$ cat config.mk
export PLATFORM = sky130hd
export DESIGN_NAME = fg_prog_sequencer_flat
export DESIGN_NICKNAME = d
export VERILOG_FILES = /design/src/rtl/fg_prog_sequencer_if.sv /design/src/rtl/fg_prog_sequencer.sv /design/src/flat_wrapper.sv
export SDC_FILE = /design/constraint.sdc
export NUM_CORES = 1
export LEC_CHECK = 0
export CAP_MARGIN = 20
export CORE_AREA = 2 2 85 87
export DETAILED_ROUTE_END_ITERATION = 8
export DIE_AREA = 0 0 87 89
export HOLD_SLACK_MARGIN = 0.06
export PLACE_DENSITY = 0.78
export REMOVE_ABC_BUFFERS = 1
export SLEW_MARGIN = 20
export SYNTH_ARGS = -nofsm -noshare
export SYNTH_HDL_FRONTEND = slang
export SYNTH_SLANG_ARGS = --single-unit
$ cat constraint.sdc
create_clock -name clk -period 9.3 [get_ports clk]
set_clock_uncertainty 0.05 [all_clocks]
set_input_delay 1.395 -clock clk [delete_from_list [all_inputs] [get_ports clk]]
set_output_delay 1.395 -clock clk [all_outputs]
set_load 0.005 [all_outputs]
$ cat src/rtl/fg_prog_sequencer_if.sv
// Command and programming-mux bundle for the floating-gate programming sequencer.
// Handshake: a command transfers on a rising edge where cmd_valid && cmd_ready; cmd_ready is high only in IDLE.
interface fg_prog_sequencer_if #(
  parameter int ROW_BITS = 4,
  parameter int COL_BITS = 2,
  parameter int CNT_W    = 8,
  parameter int PW_W     = 16
);
  logic                cmd_valid;
  logic                cmd_ready;
  logic [ROW_BITS-1:0] cmd_row;
  logic [COL_BITS-1:0] cmd_col;
  logic [CNT_W-1:0]    cmd_pulses;
  logic [PW_W-1:0]     cmd_width;
  logic                abort;
  logic [ROW_BITS-1:0] row_addr;
  logic [COL_BITS-1:0] col_addr;
  logic                prog_mode;
  logic                dec_en;
  logic                vinj_pulse;
  logic                busy;
  logic                done;
  logic                aborted;
  logic [CNT_W-1:0]    pulses_sent;
  logic [2:0]          state_dbg;

  modport master (
    output cmd_valid, cmd_row, cmd_col, cmd_pulses, cmd_width, abort,
    input  cmd_ready, row_addr, col_addr, prog_mode, dec_en, vinj_pulse,
    input  busy, done, aborted, pulses_sent, state_dbg
  );

  modport slave (
    input  cmd_valid, cmd_row, cmd_col, cmd_pulses, cmd_width, abort,
    output cmd_ready, row_addr, col_addr, prog_mode, dec_en, vinj_pulse,
    output busy, done, aborted, pulses_sent, state_dbg
  );
endinterface

$ cat src/rtl/fg_prog_sequencer.sv
// Steps one island through SETUP/SELECT/PULSE/GAP/RELEASE/DONE for a single programming command.
// Every output is registered from the next state, so the mux pins never glitch between phases.
module fg_prog_sequencer #(
  parameter int ROW_BITS = 4,
  parameter int COL_BITS = 2,
  parameter int CNT_W    = 8,
  parameter int PW_W     = 16,
  parameter int SETTLE   = 4,
  parameter int GAP      = 2
) (
  input logic clk,
  input logic rst,
  fg_prog_sequencer_if.slave bus
);

  typedef enum logic [2:0] {
    S_IDLE, S_SETUP, S_SELECT, S_PULSE, S_GAP, S_RELEASE, S_DONE
  } state_t;

  localparam logic [PW_W-1:0] SETTLE_M1 = PW_W'(SETTLE - 1);
  localparam logic [PW_W-1:0] GAP_M1    = PW_W'(GAP - 1);

  state_t              state, nxt;
  logic [PW_W-1:0]     timer;
  logic [PW_W-1:0]     width_q;
  logic [CNT_W-1:0]    pulses_q;
  logic [CNT_W-1:0]    sent_q;
  logic [ROW_BITS-1:0] row_q;
  logic [COL_BITS-1:0] col_q;
  logic                ready_q, busy_q, prog_q, dec_q, vinj_q, done_q, aborted_q;
  logic                timer_end, can_abort, take_abort;
  logic [CNT_W-1:0]    sent_inc;

  assign timer_end  = (timer == '0);
  assign can_abort  = (state == S_SETUP) || (state == S_SELECT) ||
                      (state == S_PULSE) || (state == S_GAP);
  assign take_abort = can_abort && bus.abort;
  assign sent_inc   = sent_q + CNT_W'(1);

  always_comb begin
    nxt = state;
    case (state)
      S_IDLE:    if (bus.cmd_valid) nxt = S_SETUP;
      S_SETUP:   if (take_abort) nxt = S_RELEASE;
                 else if (timer_end) nxt = S_SELECT;
      S_SELECT:  if (take_abort) nxt = S_RELEASE;
                 else if (timer_end) nxt = (pulses_q != '0) ? S_PULSE : S_RELEASE;
      S_PULSE:   if (take_abort) nxt = S_RELEASE;
                 else if (timer_end) nxt = (sent_inc < pulses_q) ? S_GAP : S_RELEASE;
      S_GAP:     if (take_abort) nxt = S_RELEASE;
                 else if (timer_end) nxt = S_PULSE;
      S_RELEASE: if (timer_end) nxt = S_DONE;
      S_DONE:    nxt = S_IDLE;
      default:   nxt = S_IDLE;
    endcase
  end

  always_ff @(posedge clk) begin
    if (rst) begin
      state     <= S_IDLE;
      timer     <= '0;
      width_q   <= '0;
      pulses_q  <= '0;
      sent_q    <= '0;
      row_q     <= '0;
      col_q     <= '0;
      ready_q   <= 1'b1;
      busy_q    <= 1'b0;
      prog_q    <= 1'b0;
      dec_q     <= 1'b0;
      vinj_q    <= 1'b0;
      done_q    <= 1'b0;
      aborted_q <= 1'b0;
    end else begin
      state <= nxt;

      // Each phase loads its duration minus one on entry and counts down to zero.
      if (nxt != state) begin
        case (nxt)
          S_SETUP, S_SELECT, S_RELEASE: timer <= SETTLE_M1;
          S_PULSE:                      timer <= width_q - PW_W'(1);
          S_GAP:                        timer <= GAP_M1;
          default:                      timer <= '0;
        endcase
      end else if (!timer_end) begin
        timer <= timer - PW_W'(1);
      end

      if (state == S_IDLE && bus.cmd_valid) begin
        row_q     <= bus.cmd_row;
        col_q     <= bus.cmd_col;
        pulses_q  <= bus.cmd_pulses;
        width_q   <= (bus.cmd_width == '0) ? PW_W'(1) : bus.cmd_width;
        sent_q    <= '0;
        aborted_q <= 1'b0;
      end else if (state == S_PULSE && timer_end && !take_abort) begin
        sent_q <= sent_inc;
      end

      if (take_abort) aborted_q <= 1'b1;

      ready_q <= (nxt == S_IDLE);
      busy_q  <= (nxt != S_IDLE);
      prog_q  <= (nxt == S_SETUP) || (nxt == S_SELECT) || (nxt == S_PULSE) ||
                 (nxt == S_GAP) || (nxt == S_RELEASE);
      dec_q   <= (nxt == S_SELECT) || (nxt == S_PULSE) || (nxt == S_GAP);
      vinj_q  <= (nxt == S_PULSE);
      done_q  <= (nxt == S_DONE);
    end
  end

  assign bus.cmd_ready   = ready_q;
  assign bus.busy        = busy_q;
  assign bus.prog_mode   = prog_q;
  assign bus.dec_en      = dec_q;
  assign bus.vinj_pulse  = vinj_q;
  assign bus.done        = done_q;
  assign bus.aborted     = aborted_q;
  assign bus.pulses_sent = sent_q;
  assign bus.row_addr    = row_q;
  assign bus.col_addr    = col_q;
  assign bus.state_dbg   = state;

endmodule
$ cat src/flat_wrapper.sv
// flat-port wrapper written by rule: the top's interface ports become plain ports
module fg_prog_sequencer_flat 
#(
  parameter int ROW_BITS = 4,
  parameter int COL_BITS = 2,
  parameter int CNT_W    = 8,
  parameter int PW_W     = 16,
  parameter int SETTLE   = 4,
  parameter int GAP      = 2
)
  (clk, rst, bus_cmd_valid, bus_cmd_row, bus_cmd_col, bus_cmd_pulses, bus_cmd_width, bus_abort, bus_cmd_ready, bus_row_addr, bus_col_addr, bus_prog_mode, bus_dec_en, bus_vinj_pulse, bus_busy, bus_done, bus_aborted, bus_pulses_sent, bus_state_dbg);
  fg_prog_sequencer_if #(.ROW_BITS(ROW_BITS), .COL_BITS(COL_BITS), .CNT_W(CNT_W), .PW_W(PW_W)) bus_i ();
  input logic clk;
  input logic rst;
  input wire logic [$bits(bus_i.cmd_valid)-1:0] bus_cmd_valid;
  input wire logic [$bits(bus_i.cmd_row)-1:0] bus_cmd_row;
  input wire logic [$bits(bus_i.cmd_col)-1:0] bus_cmd_col;
  input wire logic [$bits(bus_i.cmd_pulses)-1:0] bus_cmd_pulses;
  input wire logic [$bits(bus_i.cmd_width)-1:0] bus_cmd_width;
  input wire logic [$bits(bus_i.abort)-1:0] bus_abort;
  output wire logic [$bits(bus_i.cmd_ready)-1:0] bus_cmd_ready;
  output wire logic [$bits(bus_i.row_addr)-1:0] bus_row_addr;
  output wire logic [$bits(bus_i.col_addr)-1:0] bus_col_addr;
  output wire logic [$bits(bus_i.prog_mode)-1:0] bus_prog_mode;
  output wire logic [$bits(bus_i.dec_en)-1:0] bus_dec_en;
  output wire logic [$bits(bus_i.vinj_pulse)-1:0] bus_vinj_pulse;
  output wire logic [$bits(bus_i.busy)-1:0] bus_busy;
  output wire logic [$bits(bus_i.done)-1:0] bus_done;
  output wire logic [$bits(bus_i.aborted)-1:0] bus_aborted;
  output wire logic [$bits(bus_i.pulses_sent)-1:0] bus_pulses_sent;
  output wire logic [$bits(bus_i.state_dbg)-1:0] bus_state_dbg;
  assign bus_i.cmd_valid = bus_cmd_valid;
  assign bus_i.cmd_row = bus_cmd_row;
  assign bus_i.cmd_col = bus_cmd_col;
  assign bus_i.cmd_pulses = bus_cmd_pulses;
  assign bus_i.cmd_width = bus_cmd_width;
  assign bus_i.abort = bus_abort;
  assign bus_cmd_ready = bus_i.cmd_ready;
  assign bus_row_addr = bus_i.row_addr;
  assign bus_col_addr = bus_i.col_addr;
  assign bus_prog_mode = bus_i.prog_mode;
  assign bus_dec_en = bus_i.dec_en;
  assign bus_vinj_pulse = bus_i.vinj_pulse;
  assign bus_busy = bus_i.busy;
  assign bus_done = bus_i.done;
  assign bus_aborted = bus_i.aborted;
  assign bus_pulses_sent = bus_i.pulses_sent;
  assign bus_state_dbg = bus_i.state_dbg;
  fg_prog_sequencer #(.ROW_BITS(ROW_BITS), .COL_BITS(COL_BITS), .CNT_W(CNT_W), .PW_W(PW_W), .SETTLE(SETTLE), .GAP(GAP)) u_core (.clk(clk), .rst(rst), .bus(bus_i));
endmodule
# Word level (Yosys, flattened, before mapping)
# Cells that the tools add are included.
classes:
  add_sub_neg: 3
  n_mul: 0
  shift: 0
  n_mux: 19
  bitwise: 0
  div_mod_pow: 0
  n_eq_ne: 13
  n_lt_le_gt_ge: 1
  reduce_logical: 23
op_table:
  columns: ["cell", "count"]
  rows:
  - ["$mux 16", 3]
  - ["$pmux 16 s3", 1]
  - ["$mux 3", 11]
  - ["$logic_not 16->1", 2]
  - ["$sub 16x1->16 const B", 2]
  - ["$pmux 3 s6", 1]
  - ["$eq 3x3->1 const B", 5]
  - ["$eq 3x2->1 const B", 4]
  - ["$logic_or 1x1->1", 9]
  - ["$add 8x1->8 const B", 1]
  - ["$lt 8x8->1", 1]
  - ["$reduce_bool 8->1", 1]
  - ["$eq 3x1->1 const B", 2]
  - ["$logic_not 3->1", 2]
  - ["$logic_and 1x1->1", 4]
  - ["$mux 1", 3]
  - ["$ne 3x3->1", 1]
  - ["$reduce_bool 3->1", 1]
  - ["$reduce_or 3->1", 1]
  - ["$ne 2x2->1 const B", 1]
  - ["$reduce_bool 2->1", 1]
  - ["$reduce_or 2->1", 1]
  - ["$logic_not 1->1", 1]
totals:
  regBits: 64
  latch_bits: 0
  ramBits: 0
  output_inout_bits: 24
  inputBits: 34
  mem_bits_ro: 0
  elab_cells: 73
  n_memories: 0

# Logic depth before layout (Yosys ltp)
logic_depth:
  word_depth: 12
  ltp_mapped: 13
  depth_no_buf: 11

# Worst setup path before layout
# Ideal clock, no wire load.
synth_path:
  path_kind: "input to register"
  from: "input port bus_abort"
  to: "register u_core.timer[10]"
  arrival_time_ns: 2.909
  setup_time_ns: 0.073
  required_ns: 9.177
  stages: 8
  slack_ns: 6.269
  path_buffers: 3
  path_cell_list: "clkbuf_1 a31oi_1 o2111ai_2 a32o_1 buf_6 or3_4 buf_6 o22ai_2"
synth_via:
  elab_chain_len: 7
  elab_cells_between_ends: 16
  classes_between: "eq/ne (7); mux (7); reduce/logical (2)"
synth_lines:
  columns: ["item", "line", "source"]
  rows:
  - ["start, declared", "flat_wrapper.sv:20", "input wire logic [$bits(bus_i.abort)-1:0] bus_abort;"]
  - ["$logic_and 1x1->1 *", "fg_prog_sequencer.sv:37", "assign take_abort = can_abort && bus.abort;"]
  - ["$mux 3, on equally long branches", null, null]
  - ["$pmux 3 s6 *", "fg_prog_sequencer.sv:42", "case (state)"]
  - ["$eq 3x3->1 (tied with other cells)", "fg_prog_sequencer.sv:79", "case (nxt)"]
  - ["$reduce_or 3->1", "fg_prog_sequencer.sv:79", null]
  - ["$pmux 16 s3", "fg_prog_sequencer.sv:79", null]
  - ["$mux 16", "fg_prog_sequencer.sv:78", "if (nxt != state) begin"]
  - ["end signal, assigned", "fg_prog_sequencer.sv:81", "S_PULSE: timer <= width_q - PW_W'(1);"]
  - ["end signal, assigned", "fg_prog_sequencer.sv:86", "timer <= timer - PW_W'(1);"]
  - ["end, declared", "fg_prog_sequencer.sv:24", "logic [PW_W-1:0] timer;"]
# Mark *: on every way between the ends. The rest lies on a longest branch, timed or not.
# A chain may end at the register's enable or synchronous reset.

# Worst setup path after layout
layout_path:
  from: "input port bus_abort"
  to: "register u_core.timer[2]"
# Same word-level chain as after synthesis.

==> metrics <==
Tot GR Track Use 20.4%; Final setup viols 0; Seq. cell area 0.00128 mm²; worst setup slack after layout 5.83 ns; die footprint 0.00774 mm²; DP Area 0.00391 mm²; critical path type input pin to register; total power 1.18 mW; Syn Area/Cell 8.42 µm²; type of origin of the critical path input pin; synthesis-stage register bit count 64; CP Max Fanout 12; post-route clock period utilization 37.3%; core area 0.00672 mm²; Post CTS Setup Buffer Count 0; status finished, final reports clean; cells after synthesis 396; EDFF count, synth 0; Multi-input gate area 0.00189 mm²; vias per inst 5.62; drt total wl 7440 µm; CTS clk-pin slew, worst paths 0.07 ns; diode count 0; post-synthesis adder-cell area fraction 3.75%; I/O Pins 58; Nets 489; Setup WS pre-CTS 5.50 ns; CP Capture Type register; Resized Gates After CTS 0; main combinational cell family by area after synthesis simple AND/OR/NAND/NOR gates; cell area after layout 0.00410 mm²; FF-to-FF path depth 9; Synth Area in Compound Gates 19.6%; chip height 89 µm; 1st-iter DRT viols 130; TritonCTS buffer count 9; max-cap violations 0; top cell type's share of synthesized area 38.4%; initial antenna violation count 0; Critical R2R Launch u_core.timer[0]$_SDFFE_PP0P_; WP data required 9.51 ns; mux cell area share after synthesis 0.601%; PortBufs 57; clock insertion delay at the later pin of the skew report 0.34 ns; RePlAce Congestion 0.903; CTS Hold Bufs 0; Lkg Pwr 1.53 nW; Row Count 30; Cell Pwr Density 288 mW/mm²; CTS max path bufs 2; fraction of registers with async set or reset after synthesis 0%; filler cell count 570; flop2flop setup slack 5.97 ns; WL per Instance 14.1 µm; Num Clock Sinks 64; Synth area leaders dfxtp_1 38%, xnor2_1 6.6%, nand2_1 6.5%; final count of hold timing violations 0; drt pass-1 iters 4; first-pass GRT wire length 12500 µm; Yosys cell types 52; vias in the first global route 2822; Starting Density 49.6%; share of cells above drive strength 1 7.37%; Reg-to-Reg End u_core.timer[12]$_SDFFE_PP0P_; CTS Root Cell clkbuf_8; hold_ws 0.409 ns; RSZ-0062 raised after global routing no; die width 87 µm; Critical Path Sink u_core.timer[2]$_SDFFE_PP0P_; ys flop type dfxtp_1; via count 2966; synth-to-layout area growth 23.1%; fmax 288 MHz; Max H-tree Level 3; Antenna Nets Post-Route 0; post-synthesis sequential area ratio 38.4%; CP startpoint bus_abort; Worst Tran Pin Value 0.743 ns; max_slew headroom 50.3%; Slew Viols, Final 0; worst vdd ir 133 µV; largest net degree at the start of global routing 28; HP Class register to register; Post-Route Setup TNS 0 ns; simple-gate area share of the yosys netlist 23.2%; xor-xnor portion of the synthesized cell area 9.46%; CTS tree done; Synth Cell Area 0.00333 mm²; hpwl dp 5410 µm; minimum clock period 3.47 ns; Overflow after GRT 0; Synth area leader dfxtp_1; synth warn 0; Arr. time, crit path 3.68 ns; drt drc 0
==> registers in the layout (all words and copies together), names as in the netlist <==
signal                  flops
u_core.bus.aborted          1
u_core.bus.busy             1
u_core.bus.cmd_ready        1
u_core.bus.col_addr         2
u_core.bus.dec_en           1
u_core.bus.done             1
u_core.bus.prog_mode        1
u_core.bus.pulses_sent      8
u_core.bus.row_addr         4
u_core.bus.state_dbg        3
u_core.bus.vinj_pulse       1
u_core.pulses_q             8
u_core.timer               16
u_core.width_q             16
==> cells by family (layout without fill, tap and decap cells) <==
family,Yosys count,count (layout)
simple gates,157,157
compound gates,90,90
flops,64,64
buf+inv,37,89
xor+xnor,36,36
fa+ha+maj,10,10
mux,2,2
==> layout by cell type, fill, tap and decap left out, types with 3 or more instances in the layout <==
| cell | synthesis | routed |
|---|---|---|
| clkbuf_8 | 0 | 11 |
| xnor2_1 | 25 | 25 |
| nor2_1 | 30 | 30 |
| nand2_1 | 58 | 58 |
| a31oi_1 | 5 | 5 |
| and2_1 | 3 | 3 |
| dfxtp_1 | 64 | 64 |
| a21oi_1 | 26 | 26 |
| o21ai_0 | 16 | 16 |
| nand3_1 | 14 | 14 |
| nand2b_1 | 4 | 4 |
| o22ai_2 | 10 | 10 |
| inv_1 | 16 | 16 |
| nor4_1 | 9 | 9 |
| xor2_1 | 11 | 11 |
| clkdlybuf4s50_1 | 0 | 57 |
| nand4_1 | 3 | 3 |
| or3_1 | 4 | 4 |
| a211oi_1 | 5 | 5 |
| nor3_1 | 14 | 14 |
| a22o_1 | 11 | 11 |
| ha_1 | 10 | 10 |
| or4_1 | 3 | 3 |
==> layer usage <==
metal  part of all wire [%]  global-route usage, %  up-vias
met2                     46                   32.1       83
met3                    5.6                   6.28       15
met1                     46                   25.9     1371
li1                       -                      -     1497
met4                    2.3                   8.81        0
met5                      0                      0        -
==> synth_stat cells, drive strengths merged (2+ instances only) <==
master / n
a22oi: 2
nor2: 31
o2111ai: 2
xnor2: 25
a21oi: 26
nand2b: 4
or4: 5
o22ai: 11
nand3: 14
inv: 16
nand4: 3
clkbuf: 15
dfxtp: 64
and2: 3
a31oi: 5
a22o: 11
a211oi: 5
xor2: 11
ha: 10
or3: 5
buf: 5
nor4: 9
o21ai: 16
o221a: 2
a21o: 2
and3: 2
nand2: 58
nor2b: 2
mux2i: 2
o21a: 2
nor3: 14
==> power by group <==
group          internal, mW  switching, mW
clock network         0.135          0.100
registers             0.328         0.0555
logic                 0.248          0.315
==> stage by stage <==
stage	instances	util, %
finish	528	61.1
global route	528	61.1
detailed placement	514	58.2
global placement	514	58.2
floorplan	376	-
CTS	528	61.1
==> worst min-delay path by stage <==
stage | startpoint | to | slack (ns) | cells after the start
after global routing | u_core.bus.col_addr[0]$_SDFFE_PP0P_ | u_core.bus.col_addr[0]$_SDFFE_PP0P_ | 0.43 | 2
final | u_core.bus.row_addr[3]$_SDFFE_PP0P_ | u_core.bus.row_addr[3]$_SDFFE_PP0P_ | 0.41 | 2
after detailed placement | u_core.bus.row_addr[3]$_SDFFE_PP0P_ | u_core.bus.row_addr[3]$_SDFFE_PP0P_ | 0.40 | 2
after floorplan | u_core.pulses_q[3]$_SDFFE_PP0P_ | u_core.pulses_q[3]$_SDFFE_PP0P_ | 0.39 | 2
after global placement | u_core.bus.col_addr[1]$_SDFFE_PP0P_ | u_core.bus.col_addr[1]$_SDFFE_PP0P_ | 0.40 | 2
after CTS | u_core.bus.row_addr[3]$_SDFFE_PP0P_ | u_core.bus.row_addr[3]$_SDFFE_PP0P_ | 0.41 | 2
==> area by class of cell <==
class / instances / share of cell area [%]
timing repair buffer: 58 / 14.1
clock inverter: 3 / 1.04
inverter: 17 / 1.55
sequential: 64 / 31.2
tap: 80 / 2.44
multi-input combinational: 295 / 46.0
clock buffer: 11 / 3.69
==> worst max-delay path: stages <==
cell             delay (ns)
clkdlybuf4s50_1        0.61
a211oi_1               0.27
o311a_1                0.22
o2111ai_2              0.16
a32o_1                 0.37
or3_4                  0.46
o22ai_1                0.18
(Power assumes the default switching activity.)
==> variant (same settings) <==
`ROW_BITS` is set to 4 in 3 places; all go to 6.
--- a/src/rtl/fg_prog_sequencer_if.sv
+++ b/src/rtl/fg_prog_sequencer_if.sv
@@ -2,5 +2,5 @@
 // Handshake: a command transfers on a rising edge where cmd_valid && cmd_ready; cmd_ready is high only in IDLE.
 interface fg_prog_sequencer_if #(
-  parameter int ROW_BITS = 4,
+  parameter int ROW_BITS = 6,
   parameter int COL_BITS = 2,
   parameter int CNT_W    = 8,
--- a/src/rtl/fg_prog_sequencer.sv
+++ b/src/rtl/fg_prog_sequencer.sv
@@ -2,5 +2,5 @@
 // Every output is registered from the next state, so the mux pins never glitch between phases.
 module fg_prog_sequencer #(
-  parameter int ROW_BITS = 4,
+  parameter int ROW_BITS = 6,
   parameter int COL_BITS = 2,
   parameter int CNT_W    = 8,
--- a/src/flat_wrapper.sv
+++ b/src/flat_wrapper.sv
@@ -2,5 +2,5 @@
 module fg_prog_sequencer_flat 
 #(
-  parameter int ROW_BITS = 4,
+  parameter int ROW_BITS = 6,
   parameter int COL_BITS = 2,
   parameter int CNT_W    = 8,
Ports: changed (resized bus_cmd_row and bus_row_addr); port bits go from 58 to 62. No check against the original RTL was run, so the function may have changed too.
==> variant against the original RTL <==
- cell count up 6.6%
- wire length up 11%
- sequential cell count up 2
- worst setup slack worse by 0.49 ns
- sequential share of layout area down 0.73 points
- cell area up 5.6%
- first-iteration DRC count up 77%
- synthesized area up 5.1%
- utilization up 3.4 points
- total power up 20%
==> variant: results (changes against the original RTL) <==
Mux contribution to synthesized area = 0.2856% (-0.31 points)
Worst-Skew Late Latency = 0.35 ns
Port Buffers = 61 (+7.0%)
Compound-gate portion of the synthesized area = 17.71% (-1.9 points)
Number of fill cells = 587 (+3.0%)
Reg-to-Reg Start = u_core.bus.pulses_sent[2]
Worst VDD drop = 0.1872 mV (+41%)
FF-to-FF setup slack = 5.56 ns (-0.41 ns)
Post-DP Area = 0.004116 mm2 (+5.3%)
H-tree depth = 3 (unchanged)
Layout cells sized above 1 = 6.832% (-0.53 points)
Regs by FF count = u_core.timer: 16 flops, u_core.width_q: 16 flops
Status = completed
Synth cell types = 50 (-3.8%)
Max FO, Critical Path = 14 (+2)
Worst slew margin = 45.37% (-4.9 points)
Metal3 WL = 475 um (+14%)
Synth area leaders = dfxtp_1 38%, nand2_1 7.5%, a21oi_1 5.0%
Metal2 WL = 3914 um (+14%)
M3 GR Usage = 5.355% (-0.92 points)
CP max stage cell = or3_1
Largest net degree at the start of global routing = 40 (+43%)
Worst R2R Path Depth = 12 (+3)
Synth top cells by count = 70 x nand2_1, 66 x dfxtp_1, 40 x nor2_1
Hold depth = 2 (unchanged)
Seq/Total Area, Yosys = 37.70% (-0.74 points)
Final wirelength = 8282 um (+11%)
Synth Area in XOR/XNOR = 9.747% (+0.29 points)
Met1 Track Usage GR = 29.44% (+3.5 points)
Leakage = 1.641 nW (+7.2%)
CP arrival = 4.17 ns (+0.49 ns)
Critical path startpoint = bus_abort
N_diodes = 0 (unchanged)
Ys async rst share = 0% (unchanged)
Post-Synth Adder-Cell Area = 3.570% (-0.18 points)
Worst R2R End = u_core.timer[10]
Cts bufs inserted = 9 (unchanged)
GR Util met2 = 37.34% (+5.2 points)
Initial DRC count = 230 (+77%)
Gpl congestion = 0.8623 (-4.5%)
Clock Pin Slew Worst Setup and Hold Paths = 0.07 ns (about the same)
Number of vias per cell = 5.636 (+0.33%)
M1 WL = 3723 um (+9.6%)
Top delay family on crit path = simple AND/OR/NAND/NOR gates
Largest stage delay, worst path = 0.68 ns (+0.07 ns)
Vias in the first global route = 3,022 (+7.1%)
Post-detail-place hpwl = 6002 um (+11%)
Worst setup path end = u_core.timer[7]
First-pass GRT wire length = 14,100 um (+13%)
Total GRT Usage = 23.06% (+2.7 points)
Postcts setup bufs = 0 (unchanged)
Hold_sp = u_core.bus.row_addr[3]
Max Buffers Root-to-Sink = 2 (unchanged)
Nets@finish = 524 (+7.2%)
-- variant: changes by cell type after synthesis, moves of 3 or more --
| cell | unedited run | this run |
|---|---|---|
| nor4_1 | 9 | 16 |
| nand4_1 | 3 | 6 |
| xnor2_1 | 25 | 20 |
| nor2_1 | 30 | 40 |
| a31oi_1 | 5 | 2 |
| xor2_1 | 11 | 19 |
| nand3_1 | 14 | 11 |
| o21bai_1 | 0 | 3 |
| nand2_1 | 58 | 70 |
| nand2b_1 | 4 | 9 |
| o21ai_0 | 16 | 7 |
| a21oi_1 | 26 | 35 |
| buf_2 | 0 | 4 |
-- variant: cell type report --
type	instances	area, um2	share of cell area, %
clock inverter	1	30.03	0.6930
sequential	66	1321	30.49
tap	80	100.1	2.310
clock buffer	15	186.4	4.303
inverter	14	52.55	1.213
timing repair buffer	62	618.1	14.27
multi-input combinational	325	2024	46.72
-- variant: through the flow --
stage / setup WS (ns) / total power, mW / hold slack [ns] / utilization [%] / cells
6_report: 5.343 / 1.415 / 0.4020 / 64.49 / 563
5_1_grt: 5.129 / 1.517 / 0.4361 / 64.49 / 563
4_1_cts: 5.388 / 1.414 / 0.4040 / 64.49 / 563
3_5_place_dp: 5.000 / 1.148 / 0.3976 / 61.27 / 547
3_3_place_gp: 5.125 / 1.129 / 0.3918 / 61.27 / 547
2_1_floorplan: 5.934 / 0.9531 / 0.3930 / - / 405
-- variant: power by group --
group          internal, mW  total, mW  switching, mW
clock network         0.154      0.262          0.108
logic                 0.309      0.713          0.404
registers             0.353      0.440         0.0876
total                 0.815       1.42          0.600
-- variant: logic make-up after synthesis --
family	Yosys count
xor gates and xnor gates	39
muxes	1
AOI/OAI and AO/OA	86
DFF	66
buffers and inverters	37
adders and majority gates	10
and+or+nand+nor	189
